## config.mk

```make
export PLATFORM = sky130hd
export DESIGN_NAME = iobus_uart_tx_flat
export DESIGN_NICKNAME = d
export VERILOG_FILES = /design/src/rtl/iobus_uart_tx_pkg.sv /design/src/rtl/iobus_uart_tx_if.sv /design/src/rtl/iobus_uart_tx_sync_fifo.sv /design/src/rtl/iobus_uart_tx.sv /design/src/flat_wrapper.sv
export SDC_FILE = /design/constraint.sdc
export NUM_CORES = 1
export LEC_CHECK = 0
export ABC_CLOCK_PERIOD_IN_PS = 3600
export BUFFER_PORTS_ARGS = -buffer_cell sky130_fd_sc_hd__clkbuf_2
export CAP_MARGIN = 10
export CORE_MARGIN = 1.5
export CORE_UTILIZATION = 45
export DETAILED_ROUTE_END_ITERATION = 12
export GPL_TIMING_DRIVEN = 0
export PLACE_DENSITY = 0.71
export SLEW_MARGIN = 20
export SYNTH_ARGS = -nofsm -noshare
export SYNTH_HDL_FRONTEND = slang
export SYNTH_HIERARCHICAL = 1
export SYNTH_SLANG_ARGS = --single-unit
```

## constraint.sdc

```tcl
create_clock -name CLK -period 3.6 [get_ports CLK]
set_input_delay 0.54 -clock CLK [delete_from_list [all_inputs] [get_ports CLK]]
set_output_delay 0.54 -clock CLK [all_outputs]
set_load 0.005 [all_outputs]
```

## src/rtl/iobus_uart_tx_pkg.sv

```systemverilog
// Shared constants and types for the OTTER IOBUS UART transmitter.
// Address map, status layout and FSM state encoding.
package otter_uart_pkg;

  localparam logic [31:0] UART_TX_DATA_ADDR = 32'h1100_E000;
  localparam logic [31:0] UART_STATUS_ADDR  = 32'h1100_E004;

  localparam int ST_FULL    = 0;
  localparam int ST_EMPTY   = 1;
  localparam int ST_BUSY    = 2;
  localparam int ST_OVF     = 3;
  localparam int ST_CNT_LSB = 8;
  localparam int ST_CNT_W   = 7;

  typedef enum logic [1:0] {
    IDLE,
    START,
    DATA,
    STOP
  } uart_state_t;

  function automatic int baud_div(input int clk_hz, input int baud);
    return (clk_hz + baud / 2) / baud;
  endfunction

endpackage

```

## src/rtl/iobus_uart_tx_if.sv

```systemverilog
// IOBUS slice seen by the UART: address, write data, strobe, read data.
// The MCU side drives the bus; the UART returns rd_data.
interface iobus_uart_tx_if;

  logic [31:0] IOBUS_ADDR;
  logic [31:0] IOBUS_OUT;
  logic        IOBUS_WR;
  logic [31:0] rd_data;

  modport master (
    output IOBUS_ADDR,
    output IOBUS_OUT,
    output IOBUS_WR,
    input  rd_data
  );

  modport slave (
    input  IOBUS_ADDR,
    input  IOBUS_OUT,
    input  IOBUS_WR,
    output rd_data
  );

endinterface

```

## src/rtl/iobus_uart_tx_sync_fifo.sv

```systemverilog
// Single-clock FIFO with first-word-fall-through head output.
// A push while full is accepted only when a pop happens in the same cycle.
module sync_fifo #(
  parameter int WIDTH = 8,
  parameter int DEPTH = 8
) (
  input  logic                     CLK,
  input  logic                     RESET,
  input  logic                     push,
  input  logic                     pop,
  input  logic [WIDTH-1:0]         din,
  output logic [WIDTH-1:0]         dout,
  output logic                     full,
  output logic                     empty,
  output logic [$clog2(DEPTH):0]   count
);

  localparam int AW   = $clog2(DEPTH);
  localparam int CNTW = AW + 1;

  if ((DEPTH < 2) || (DEPTH > 64) || ((1 << AW) != DEPTH)) begin : g_bad_depth
    $error("sync_fifo: DEPTH must be a power of two in 2..64");
  end

  logic [WIDTH-1:0] mem_q [DEPTH];
  logic [AW-1:0]    wr_ptr_q, wr_ptr_d;
  logic [AW-1:0]    rd_ptr_q, rd_ptr_d;
  logic [CNTW-1:0]  count_q, count_d;
  logic             do_push, do_pop;

  assign full  = (count_q == CNTW'(DEPTH));
  assign empty = (count_q == '0);
  assign count = count_q;
  assign dout  = mem_q[rd_ptr_q];

  assign do_pop  = pop & ~empty;
  assign do_push = push & (~full | do_pop);

  always_comb begin
    wr_ptr_d = wr_ptr_q;
    rd_ptr_d = rd_ptr_q;
    count_d  = count_q;
    if (do_push) wr_ptr_d = wr_ptr_q + AW'(1);
    if (do_pop)  rd_ptr_d = rd_ptr_q + AW'(1);
    unique case ({do_push, do_pop})
      2'b10:   count_d = count_q + CNTW'(1);
      2'b01:   count_d = count_q - CNTW'(1);
      default: count_d = count_q;
    endcase
  end

  always_ff @(posedge CLK) begin
    if (RESET) begin
      wr_ptr_q <= '0;
      rd_ptr_q <= '0;
      count_q  <= '0;
    end else begin
      wr_ptr_q <= wr_ptr_d;
      rd_ptr_q <= rd_ptr_d;
      count_q  <= count_d;
    end
  end

  always_ff @(posedge CLK) begin
    if (do_push && !RESET) mem_q[wr_ptr_q] <= din;
  end

endmodule

```

## src/rtl/iobus_uart_tx.sv

```systemverilog
// Memory-mapped 8N1 UART transmitter on the OTTER IOBUS.
// Bytes written to the data address are queued and shifted out LSB first.
module iobus_uart_tx
  import otter_uart_pkg::*;
#(
  parameter int CLK_HZ     = 50_000_000,
  parameter int BAUD       = 115200,
  parameter int FIFO_DEPTH = 8
) (
  input  logic             CLK,
  input  logic             RESET,
  iobus_uart_tx_if.slave   bus,
  output logic             tx,
  output logic             tx_empty_intr
);

  localparam int DIV = baud_div(CLK_HZ, BAUD);
  localparam int CW  = $clog2(DIV);
  localparam int FAW = $clog2(FIFO_DEPTH);

  localparam logic [CW-1:0] CNT_MAX = CW'(DIV - 1);

  if (DIV < 4) begin : g_bad_div
    $error("iobus_uart_tx: baud divisor must be at least 4");
  end

  uart_state_t    state_q, state_d;
  logic [CW-1:0]  cnt_q, cnt_d;
  logic [2:0]     idx_q, idx_d;
  logic [7:0]     shift_q, shift_d;
  logic           tx_q, tx_d;
  logic           ovf_q, ovf_d;
  logic           intr_q, intr_d;

  logic           wr_data, wr_stat;
  logic           fifo_pop, fifo_full, fifo_empty;
  logic [7:0]     fifo_dout;
  logic [FAW:0]   fifo_count;
  logic           bit_end;
  logic [31:0]    stat;
  logic [23:0]    unused_wdata;

  assign unused_wdata = bus.IOBUS_OUT[31:8];

  always_comb begin
    wr_data = 1'b0;
    wr_stat = 1'b0;
    if (bus.IOBUS_WR) begin
      unique case (bus.IOBUS_ADDR)
        UART_TX_DATA_ADDR: wr_data = 1'b1;
        UART_STATUS_ADDR:  wr_stat = 1'b1;
        default: ;
      endcase
    end
  end

  sync_fifo #(
    .WIDTH (8),
    .DEPTH (FIFO_DEPTH)
  ) u_fifo (
    .CLK   (CLK),
    .RESET (RESET),
    .push  (wr_data),
    .pop   (fifo_pop),
    .din   (bus.IOBUS_OUT[7:0]),
    .dout  (fifo_dout),
    .full  (fifo_full),
    .empty (fifo_empty),
    .count (fifo_count)
  );

  always_comb begin
    stat = '0;
    stat[ST_FULL]  = fifo_full;
    stat[ST_EMPTY] = fifo_empty;
    stat[ST_BUSY]  = (state_q != IDLE);
    stat[ST_OVF]   = ovf_q;
    stat[ST_CNT_LSB +: ST_CNT_W] = ST_CNT_W'(fifo_count);
  end

  assign bus.rd_data =
    (bus.IOBUS_ADDR == UART_STATUS_ADDR) ? stat : 32'h0;

  assign bit_end = (cnt_q == CNT_MAX);

  always_comb begin
    state_d  = state_q;
    cnt_d    = cnt_q;
    idx_d    = idx_q;
    shift_d  = shift_q;
    tx_d     = tx_q;
    fifo_pop = 1'b0;
    unique case (state_q)
      IDLE: begin
        tx_d = 1'b1;
        if (!fifo_empty) begin
          fifo_pop = 1'b1;
          shift_d  = fifo_dout;
          cnt_d    = '0;
          idx_d    = '0;
          tx_d     = 1'b0;
          state_d  = START;
        end
      end
      START: begin
        if (bit_end) begin
          cnt_d   = '0;
          tx_d    = shift_q[0];
          state_d = DATA;
        end else begin
          cnt_d = cnt_q + CW'(1);
        end
      end
      DATA: begin
        if (bit_end) begin
          cnt_d   = '0;
          shift_d = shift_q >> 1;
          if (idx_q == 3'd7) begin
            tx_d    = 1'b1;
            state_d = STOP;
          end else begin
            idx_d = idx_q + 3'd1;
            tx_d  = shift_q[1];
          end
        end else begin
          cnt_d = cnt_q + CW'(1);
        end
      end
      STOP: begin
        if (bit_end) begin
          cnt_d   = '0;
          state_d = IDLE;
        end else begin
          cnt_d = cnt_q + CW'(1);
        end
      end
      default: state_d = IDLE;
    endcase
  end

  // A push that lands on a full FIFO survives only if the FSM pops this cycle.
  always_comb begin
    ovf_d = ovf_q;
    if (wr_stat) ovf_d = 1'b0;
    if (wr_data && fifo_full && !fifo_pop) ovf_d = 1'b1;
    intr_d = fifo_empty && (state_q == IDLE);
  end

  always_ff @(posedge CLK) begin
    if (RESET) begin
      state_q <= IDLE;
      cnt_q   <= '0;
      idx_q   <= '0;
      shift_q <= '0;
      tx_q    <= 1'b1;
      ovf_q   <= 1'b0;
      intr_q  <= 1'b1;
    end else begin
      state_q <= state_d;
      cnt_q   <= cnt_d;
      idx_q   <= idx_d;
      shift_q <= shift_d;
      tx_q    <= tx_d;
      ovf_q   <= ovf_d;
      intr_q  <= intr_d;
    end
  end

  assign tx            = tx_q;
  assign tx_empty_intr = intr_q;

endmodule

```

## src/flat_wrapper.sv

```systemverilog
// flat-port wrapper written by rule: the top's interface ports become plain ports
module iobus_uart_tx_flat import otter_uart_pkg::*;
#(
  parameter int CLK_HZ     = 50_000_000,
  parameter int BAUD       = 115200,
  parameter int FIFO_DEPTH = 8
)
  (CLK, RESET, tx, tx_empty_intr, bus_IOBUS_ADDR, bus_IOBUS_OUT, bus_IOBUS_WR, bus_rd_data);
  iobus_uart_tx_if bus_i ();
  input  logic CLK;
  input  logic RESET;
  output logic tx;
  output logic tx_empty_intr;
  input wire logic [$bits(bus_i.IOBUS_ADDR)-1:0] bus_IOBUS_ADDR;
  input wire logic [$bits(bus_i.IOBUS_OUT)-1:0] bus_IOBUS_OUT;
  input wire logic [$bits(bus_i.IOBUS_WR)-1:0] bus_IOBUS_WR;
  output wire logic [$bits(bus_i.rd_data)-1:0] bus_rd_data;
  assign bus_i.IOBUS_ADDR = bus_IOBUS_ADDR;
  assign bus_i.IOBUS_OUT = bus_IOBUS_OUT;
  assign bus_i.IOBUS_WR = bus_IOBUS_WR;
  assign bus_rd_data = bus_i.rd_data;
  iobus_uart_tx #(.CLK_HZ(CLK_HZ), .BAUD(BAUD), .FIFO_DEPTH(FIFO_DEPTH)) u_core (.CLK(CLK), .RESET(RESET), .bus(bus_i), .tx(tx), .tx_empty_intr(tx_empty_intr));
endmodule
```

Yosys cells after proc, flatten, opt, wreduce, memory -nomap -nowiden

Memory sizes are Yosys's and may differ from the RTL's. A register that Yosys moved wholly into a read port is not among the register bits.
Index checks and enable logic that the tools add are counted.

Output and inout port bits: 34
Memories kept: 1
Input port bits: 67
Word-level logic and storage cells: 91
Memory bits (writable): 64
Register bits after elaboration: 35

Multiplexer cells: 35
$add $sub $neg: 6
Equal/unequal tests: 16
Reductions and logical operators: 18
Bitwise gates (word level): 5

Memories:

| memory              | words | bits a word | read ports | clocked after memory_dff | write ports | line                          | RTL |
|---|---|---|---|---|---|---|---|
| u_core.u_fifo.mem_q | 8     | 8           | 1          | 1                        | 1           | iobus_uart_tx_sync_fifo.sv:25 | `logic [WIDTH-1:0] mem_q [DEPTH];` |

Operator list:

| kind                                             | count |
|---|---|
| == test 32 x 29 -> 1 bit (second input constant) | 2 |
| two-way mux 9 bit                                | 2 |
| case mux 9 bit (2 select lines)                  | 1 |
| two-way mux 8 bit                                | 2 |
| case mux 8 bit (2 select lines)                  | 1 |
| two-way mux 3 bit                                | 5 |
| two-way mux 1 bit                                | 14 |
| two-way mux 12 bit                               | 1 |
| two-way mux 2 bit                                | 5 |
| adder 3 x 1 -> 3 bit (second input constant)     | 3 |
| adder 9 x 1 -> 9 bit (second input constant)     | 1 |
| == test 9 bit (second input constant)            | 1 |
| != test 2 x 1 -> 1 bit (second input constant)   | 4 |
| case mux 2 bit (4 select lines)                  | 1 |
| case mux 4 bit (2 select lines)                  | 1 |
| nonzero test 2 bit                               | 4 |
| == test 2 bit (second input constant)            | 3 |
| case mux 3 bit (2 select lines)                  | 1 |
| AND reduction 3 bit                              | 2 |
| AND reduction 5 bit                              | 1 |
| adder 4 x 1 -> 4 bit (second input constant)     | 1 |
| == test 2 x 1 -> 1 bit (second input constant)   | 2 |
| == test 4 bit (second input constant)            | 1 |
| logical AND 1 bit                                | 4 |
| 13 further kinds                                 | 17 |

Depth between registers and ports, before layout

Gate-level depths: netlist of the first run.

Depth after elaboration: 9
Mapped depth: 12
Gate-level depth less buffers: 11

By module

The synthesis of the first run kept the hierarchy.

By module, submodules not included:

| module        | instances | seq. area each (µm²) | cells each | area an instance (µm²) |
|---|---|---|---|---|
| sync_fifo     | 1         | 2,182.1              | 166        | 3,064.2 |
| iobus_uart_tx | 1         | 500.5                | 195        | 1,785.5 |

Worst setup path after synthesis of the first run

No wires, ideal clock.

Path type: input to register
Start: in bus_IOBUS_ADDR[1]
End: mem u_core.u_fifo.mem_q[4][0] (enable)
Library setup time: 395 ps
Arrival: 2,725 ps
Stages: 6
Required time: 3,205 ps
Path slack: 480 ps
Buffers on the path: 0
Cell sequence: nor4_1 -> nand4_1 -> nor4_2 -> o21ai_4 -> or2_2 -> nor4_1

Longest elaborated chain between the ends: 7

Ends and longest elaborated chain:

| element                                 | line                          | RTL |
|---|---|---|
| start, declared                         | flat_wrapper.sv:14            | `input wire logic [$bits(bus_i.IOBUS_ADDR)-1:0] bus_IOBUS_ADDR;` |
| == test 32 x 29 -> 1 bit                | iobus_uart_tx.sv:49           | `unique case (bus.IOBUS_ADDR)` |
| two-way mux 1 bit                       | iobus_uart_tx.sv:49           |  |
| two-way mux 1 bit                       | iobus_uart_tx.sv:48           | `if (bus.IOBUS_WR) begin` |
| net u_core.wr_data                      | iobus_uart_tx.sv:35           | `logic wr_data, wr_stat;` |
| bitwise AND 1 bit                       | iobus_uart_tx_sync_fifo.sv:37 | `assign do_push = push & (~full \| do_pop);` |
| logical AND 1 bit                       | iobus_uart_tx_sync_fifo.sv:65 | `if (do_push && !RESET) mem_q[wr_ptr_q] <= din;` |
| two-way mux 1 bit                       | iobus_uart_tx_sync_fifo.sv:65 |  |
| two-way mux 1 bit (implied by the code) | iobus_uart_tx_sync_fifo.sv:65 |  |
| end, declared                           | iobus_uart_tx_sync_fifo.sv:25 |  |

The timed path passes the listed nets, and every way through them passes these cells.

Worst setup path in the final report of the first run

Start: reg u_core.state_q[0]
End: reg u_core.u_fifo.count_q[3] (netlist: u_core/u_fifo/count[3])

Longest elaborated chain between the ends: 7
Elaborated cells between the ends (all ways): 9
Those cells by class: 2 x eq/ne; 2 x mux; 3 x bitwise; 2 x reduce/logical

Ends and longest elaborated chain:

| element                                                                      | line                          | RTL |
|---|---|---|
| start, declared                                                              | iobus_uart_tx.sv:27           | `uart_state_t state_q, state_d;` |
| start signal, assigned                                                       | iobus_uart_tx.sv:159          | `state_q <= state_d;` |
| zero test 2 bit (*)                                                          | iobus_uart_tx.sv:93           | `unique case (state_q)` |
| two-way mux 1 bit (*)                                                        | iobus_uart_tx.sv:93           |  |
| net u_core.fifo_pop                                                          | iobus_uart_tx.sv:36           | `logic fifo_pop, fifo_full, fifo_empty;` |
| bitwise AND 1 bit (*)                                                        | iobus_uart_tx_sync_fifo.sv:36 | `assign do_pop = pop & ~empty;` |
| net u_core.u_fifo.do_pop                                                     | iobus_uart_tx_sync_fifo.sv:29 | `logic do_push, do_pop;` |
| OR 1 bit                                                                     | iobus_uart_tx_sync_fifo.sv:37 |  |
| bitwise AND 1 bit                                                            | iobus_uart_tx_sync_fifo.sv:37 |  |
| == test 2 x 1 -> 1 bit / == test 2 bit (equally long branches)               | iobus_uart_tx_sync_fifo.sv:45 | `unique case ({do_push, do_pop})` |
| case mux 4 bit (2 select lines) / nonzero test 2 bit (equally long branches) | --                            |  |
| end signal, assigned                                                         | iobus_uart_tx_sync_fifo.sv:60 | `count_q <= count_d;` |
| end, declared                                                                | iobus_uart_tx_sync_fifo.sv:28 | `logic [CNTW-1:0] count_q, count_d;` |

The timed path passes the listed nets; every way through them passes the cells marked *.
A chain may end at the register's enable or synchronous reset.

==> impl_metrics.json, run 1 <==
{
  "cts_made_buffers": 9,
  "synth-seq-cells": 102,
  "layout_commonest_cell": "edfxtp_1",
  "path_clk_slew_ns": 0.09,
  "fp.dieH_um": 107,
  "slew_violations": 0,
  "syn_area_um2": 4850,
  "synth_top_area_cell": "edfxtp_1",
  "maxCapViolations": 0,
  "status": "completed",
  "synth-async-reset-ratio_pct": 0,
  "yosysWarnings": 6,
  "core-area_um2": 10400,
  "worstMarginPinSlew_ns": 0.895,
  "antenna_found_initial": 0,
  "post_cts_resized": 0,
  "min_period_over_period_pct": 88.4,
  "final_core_util_pct": 53.9,
  "synth-edff-count": 64,
  "critical_path_class": "register to register",
  "crit_required_ns": 3.89,
  "wl_per_cell_um": 14.7,
  "cts-root-buf": "clkbuf_8",
  "vias": 3071,
  "clk_latency_ns": 0.36,
  "relSlewSlack_pct": 40.0,
  "worstSetupStartpointType": "register",
  "regToRegEndpoint": "u_core/u_fifo/count[3]$_SDFFE_PP0P_",
  "synth_ff_type": "edfxtp_1",
  "r2r_cells": 11,
  "top_usage_layer": "met2",
  "synth_top_area_share_pct": 39.6,
  "detail_route.first_pass.iterations": 4,
  "drt_iter0_drc": 112,
  "path_cells": "inv_1, ha_1, buf_4, nor2b_1, o41a_1, ha_1, ha_1, a21oi_1, a21oi_1, or4_1, a21oi_1",
  "crit_path_start": "u_core/state_q[0]$_SDFFE_PP0P_",
  "reg2reg_from": "u_core/state_q[0]$_SDFFE_PP0P_",
  "postCtsSetupRepairBufs": 0,
  "grtUsageMet2_pct": 27.8,
  "use_met1_pct": 19.8,
  "hold_buffers": 0,
  "setup_ws_ns": 0.419,
  "yosysSeqAreaShare_pct": 55.3,
  "fmaxAchievable_mhz": 314,
  "grt_pass1_vias": 2911,
  "ir_drop_mv": 0.274,
  "die_x_um": 107,
  "finalWeightedCongestion": 0.771,
  "ios": 101,
  "finalHoldViolCount": 0,
  "worst-r2r-setup-slack_ns": 0.42,
  "finalCriticalPeriod_ns": 3.18,
  "holdPathStages": 1,
  "fp-row-count": 37,
  "synth_cell_types": 62,
  "grt.met3_usage_pct": 3.83,
  "syn_inst": 361,
  "grt_max_degree": 19,
  "overflow": 0,
  "fin_total_pwr_mw": 2.10,
  "final_layout_size_suffix_gt1_share_pct": 34.1,
  "start_util_pct": 46.8,
  "leakage_nw": 2.06,
  "cts.sinks": 102,
  "power_density_nw_per_um2": 376,
  "grtUsageTotal_pct": 15.9,
  "io_buffers": 52,
  "place_ws_ns": 0.204,
  "cts_tree": "done",
  "fin_tns_setup_ns": 0,
  "dieArea_um2": 11400,
  "final_cell_mix": "64 x edfxtp_1, 54 x clkbuf_2, 38 x dfxtp_1",
  "drc": 0,
  "areaGrowthSynthToFinish_pct": 15.4,
  "cp.arrival_ns": 3.47,
  "hold_class": "input port to register",
  "fin_worst_skew_ns": 0.00973,
  "netlist_top_cells_area": "edfxtp_1 40%, dfxtp_1 16%, mux4_2 7.4%",
  "syn_area_per_cell_um2": 13.4,
  "antenna_cells": 0,
  "cts_max_level": 3,
  "cp-end-kind": "register",
  "dp_hpwl_um": 6240,
  "grt_pass1_wl_um": 13900,
  "slowest_delay_ns": 0.50,
  "rsz0062_at_grt": "false",
  "critPathMaxFanout": 9,
  "setup_viol": 0,
  "cp-endpoint": "u_core/u_fifo/count[3]$_SDFFE_PP0P_",
  "routed_wl_um": 8680,
  "fin_nets": 532,
  "crit_slowest_cell": "nor2b_1",
  "ant_nets": 0,
  "via_per_inst": 5.20,
  "clock_path_buffers": 2
}
cell type report:
cell class                 count  area, um2
timing repair buffer          55        275
fill                         886       4780
multi-input combinational    231       1960
buffer                        38        274
tap                          136        170
clock buffer                   9        124
clock inverter                 7       55.1
inverter                      13       48.8
sequential                   102       2680
synthesized netlist by cell type, drive strengths merged (2+ instances only):
library cell	instances
nor2b	2
xor2	10
nor3	5
nor4	12
edfxtp	64
ha	14
o21ai	3
dfxtp	38
a211oi	8
nor4b	2
clkbuf	4
buf	34
nor3b	2
and3	3
nor2	29
mux2i	13
nand4	6
nand2	12
inv	13
o22ai	3
o21a	2
a21oi	15
xnor2	4
a21boi	5
and2	10
mux4	16
mux2	8
cells by family (layout without fill, tap and decap cells):
group | count (synthesis) | count (layout) | synth area share (%)
and+or+nand+nor | 93 | 93 | 11.4
muxes | 37 | 37 | 12.0
other | 1 | 24 | 0.0773
AOI/OAI and AO/OA | 48 | 48 | 8.00
xor gates and xnor gates | 14 | 14 | 2.53
buffers and inverters | 51 | 122 | 6.66
DFF | 102 | 102 | 55.3
adders and majority gates | 15 | 15 | 4.02
critical path: cells and delay by family (launching register included):
| kind | cells | cell delay (ns) |
|---|---|---|
| AO/OA/AOI/OAI | 4 | 0.81 |
| flip-flops | 1 | 0.36 |
| AND/OR/NAND/NOR | 2 | 0.97 |
| buffers and inverters | 2 | 0.29 |
| adder cells (fa/ha/maj) | 3 | 0.71 |
stage by stage:
stage	area, um2	hold slack [ns]	instances
detailed placement	5420	0.459	575
CTS	5590	0.439	591
global route	5590	0.440	591
global placement	5370	0.449	572
floorplan	4940	0.437	384
finish	5590	0.451	591
layer usage:
metal / vias to the layer above / wire, um
met5: - / 0
met4: 0 / 76
met3: 6 / 402
met2: 69 / 4450
met1: 1511 / 3750
li1: 1485 / -
flip-flops by register name (all words and copies together) (netlist names), 2 cells and up, named ones only:
register                flops
u_core/cnt_q                9
u_core/idx_q                3
u_core/shift_q              8
u_core/state_q              2
u_core/u_fifo/count         4
u_core/u_fifo/mem_q        64
u_core/u_fifo/rd_ptr_q      3
u_core/u_fifo/wr_ptr_q      3
how the worst min path moves through the flow:
| stage | start | endpoint |
|---|---|---|
| global placement | u_core/ovf_q$_SDFFE_PP0P_ | u_core/ovf_q$_SDFFE_PP0P_ |
| floorplan | u_core/ovf_q$_SDFFE_PP0P_ | u_core/ovf_q$_SDFFE_PP0P_ |
| detailed placement | u_core/ovf_q$_SDFFE_PP0P_ | u_core/ovf_q$_SDFFE_PP0P_ |
| global route | bus_IOBUS_OUT[7] | u_core/u_fifo/mem_q[2][7]$_DFFE_PP_ |
| finish | bus_IOBUS_OUT[7] | u_core/u_fifo/mem_q[0][7]$_DFFE_PP_ |
| CTS | bus_IOBUS_OUT[7] | u_core/u_fifo/mem_q[1][7]$_DFFE_PP_ |
where the power goes:
part	switching (mW)	internal [mW]	total [mW]
clock network	0.399	0.260	0.659
registers	0.0118	1.26	1.27
logic	0.0888	0.0844	0.173
Note: power is estimated with default switching activity, not from simulation.
==> inputs of run 2 (changes only) <==
ABC_AREA = 1   (was not set)
PLACE_DENSITY = 0.7   (was 0.71)
==> run 2 against run 1 <==
Net effect:
- synthesized area rose by 8.3%
- utilization fell by 0.53 points
- via count rose by 31%
- setup slack improved by 0.56 ns
- wire length rose by 21%
- count of clock-buffer cells in the layout did not move
- global-route usage rose by 1.5 points
- critical path depth rose by 4
- clock skew rose by 0.0031 ns
- design area rose by 9.0%
- total power rose by 39%
==> impl_metrics.json, run 2 <==
{
  "dp_hpwl_um": 7710,
  "seqCellArea_um2": 2680,
  "drc": 0,
  "fmaxAchievable_mhz": 382,
  "cp.arrival_ns": 2.87,
  "clock_path_buffers": 2,
  "routed_wl_um": 10500,
  "drt_iter0_drc": 274,
  "die_x_um": 111,
  "io_buffers": 52,
  "critPathMaxFanout": 8,
  "multiInputGateArea_um2": 2090,
  "core-area_um2": 11400,
  "ios": 101,
  "ant_nets": 0,
  "leakage_nw": 2.60,
  "fin_nets": 774,
  "rsz0062_at_grt": "false",
  "syn_inst": 606,
  "grt_pass1_vias": 3778,
  "vias": 4011,
  "areaGrowthSynthToFinish_pct": 16.1,
  "synth_ff_type": "edfxtp_1",
  "grt_pass1_wl_um": 17400,
  "fin_tns_setup_ns": 0,
  "postCtsSetupRepairBufs": 0,
  "start_util_pct": 46.0,
  "critical_path_class": "register to register",
  "yosysWarnings": 6,
  "power_density_nw_per_um2": 480,
  "cp_top_family": "adder cells",
  "path_cells": "inv_1, ha_1, inv_1, nor2_1, inv_1, nand4_4, nand2_1, ha_1, ha_1, a21oi_1, nand2_1, nand2_1, nand3_1, nand2_1, inv_1",
  "largest_reg_flops": 64,
  "hold_class": "register to register",
  "place_ws_ns": 0.822,
  "synth_top_area_cell": "edfxtp_1",
  "ir_drop_mv": 0.319,
  "grtUsageTotal_pct": 17.4,
  "dp.cells": 824,
  "top_register": "u_core/u_fifo/mem_q",
  "critPathBufInv": 4,
  "synth-seq-cells": 102,
  "syn_area_per_cell_um2": 8.67,
  "synth-async-reset-ratio_pct": 0,
  "path_clk_slew_ns": 0.07,
  "final_layout_size_suffix_gt1_share_pct": 19.1,
  "cts_max_level": 3,
  "synth-edff-count": 64,
  "dieArea_um2": 12300,
  "synthTopCellsByCount": "124 x nor2_1, 112 x nand2_1, 68 x inv_1",
  "cp-end-kind": "register",
  "hold_buffers": 0,
  "synth_cell_types": 44,
  "worstSetupStartpointType": "register",
  "detail_route.first_pass.iterations": 4,
  "fillCellCount": 1030,
  "netlist_top_cells_area": "edfxtp_1 37%, dfxtp_1 14%, nor2_1 8.9%",
  "finalWeightedCongestion": 0.850,
  "antenna_found_initial": 0,
  "final_core_util_pct": 53.4,
  "finalNonFillerCells": 840,
  "clk_latency_ns": 0.34,
  "antenna_cells": 0,
  "min_period_over_period_pct": 72.7,
  "yosysMostFrequentCell": "nor2_1",
  "layout_commonest_cell": "nor2_1",
  "final_cell_mix": "124 x nor2_1, 112 x nand2_1, 68 x inv_1",
  "synth_top_area_share_pct": 36.6,
  "setup_ws_ns": 0.981,
  "slew_violations": 0,
  "syn_area_um2": 5250,
  "fp.dieH_um": 111,
  "crit_slowest_cell": "dfxtp_1",
  "finalCriticalPeriod_ns": 2.62,
  "maxCapViolations": 0,
  "cts_made_buffers": 9,
  "post_cts_resized": 0,
  "top_regs": "u_core/u_fifo/mem_q: 64 flops, u_core/cnt_q: 9 flops, u_core/shift_q: 8 flops",
  "relSlewSlack_pct": 47.2,
  "overflow": 0,
  "fin_worst_skew_ns": 0.0128,
  "wl_per_cell_um": 12.5,
  "worstMarginPinSlew_ns": 0.789,
  "cts.sinks": 102,
  "status": "completed",
  "cts_tree": "done",
  "via_per_inst": 4.78,
  "cts-root-buf": "clkbuf_16",
  "finalHoldViolCount": 0,
  "grt_max_degree": 21,
  "setup_viol": 0,
  "yosysSeqAreaShare_pct": 51.1,
  "crit_required_ns": 3.85,
  "fp-row-count": 39,
  "slowest_delay_ns": 0.35
}
run 2: cell types whose count changed in the layout (fill, tap and decap cells not counted), sizes merged, moves of 8 or more:
cell,delta
nand2,+107
o21ai,+53
mux2,-8
and2,-10
nor4,-11
a211oi,-8
nand3,+15
mux4,-16
nor2,+104
inv,+60
run 2: worst paths after layout:
check                                                    start                                   to  slack (ns)  depth (start not counted)
worst max-delay path            u_core/state_q[0]$_SDFFE_PP0P_  u_core/u_fifo/count[3]$_SDFFE_PP0P_        0.98                         15
worst min-delay path                 u_core/ovf_q$_SDFFE_PP0P_            u_core/ovf_q$_SDFFE_PP0P_        0.47                          2
worst max register to register  u_core/state_q[0]$_SDFFE_PP0P_  u_core/u_fifo/count[3]$_SDFFE_PP0P_        0.98                         15
worst min register to register       u_core/ovf_q$_SDFFE_PP0P_            u_core/ovf_q$_SDFFE_PP0P_        0.47                          2
run 2: per-stage QoR:
stage	total power [mW]	area (um2)	hold slack (ns)
3_5_place_dp	1.94	5780	0.463
6_report	2.93	6100	0.473
3_3_place_gp	1.91	5780	0.453
4_1_cts	2.96	6100	0.475
2_1_floorplan	1.80	5340	0.433
5_1_grt	3.09	6100	0.487
run 2: area by class of cell:
cell class / count / share of cell area (%)
flip-flops and latches: 102 / 44.0
repair buffers: 52 / 4.27
clock inverters: 7 / 1.56
inverters: 74 / 4.59
well taps: 143 / 2.93
plain buffers: 36 / 4.68
multi-input cells: 417 / 34.3
clock buffers: 9 / 3.69
run 2: report_power, final:
| group | total [mW] | switching [mW] | internal (mW) | leakage, nW |
|---|---|---|---|---|
| logic | 0.584 | 0.367 | 0.217 | 1.57 |
| registers | 1.33 | 0.0338 | 1.29 | 0.883 |
| clock network | 1.02 | 0.459 | 0.560 | 0.150 |
| total | 2.93 | 0.860 | 2.07 | 2.60 |
run 2: worst reg2reg max path, cell delays in order (launching register included):
cell and delay, ns:
dfxtp_1 0.35, inv_1 0.12, ha_1 0.30, inv_1 0.06, nor2_1 0.24, inv_1 0.12
nand4_4 0.16, nand2_1 0.07, ha_1 0.25, ha_1 0.34, a21oi_1 0.21, nand2_1 0.07
nand2_1 0.07, nand3_1 0.07, nand2_1 0.06, inv_1 0.03
run 2: per-layer routing:
| metal | vias to the layer above | global-route usage (%) | part of all wire [%] |
|---|---|---|---|
| met3 | 8 | 3.77 | 5.8 |
| met1 | 1821 | 21.1 | 44 |
| met2 | 105 | 31.2 | 49 |
| met5 | - | 0 | 0 |
| met4 | 0 | 4.81 | 1.1 |
| li1 | 2077 | - | - |
run 2: cell families after synthesis:
group	Yosys count	synth area share, %
simple gates	289	24.4
buf+inv	110	10.8
flops	102	51.1
compound gates	77	7.86
fa+ha+maj	15	3.72
xor+xnor	6	1.00
mux	6	1.14
other cells	1	0.0714
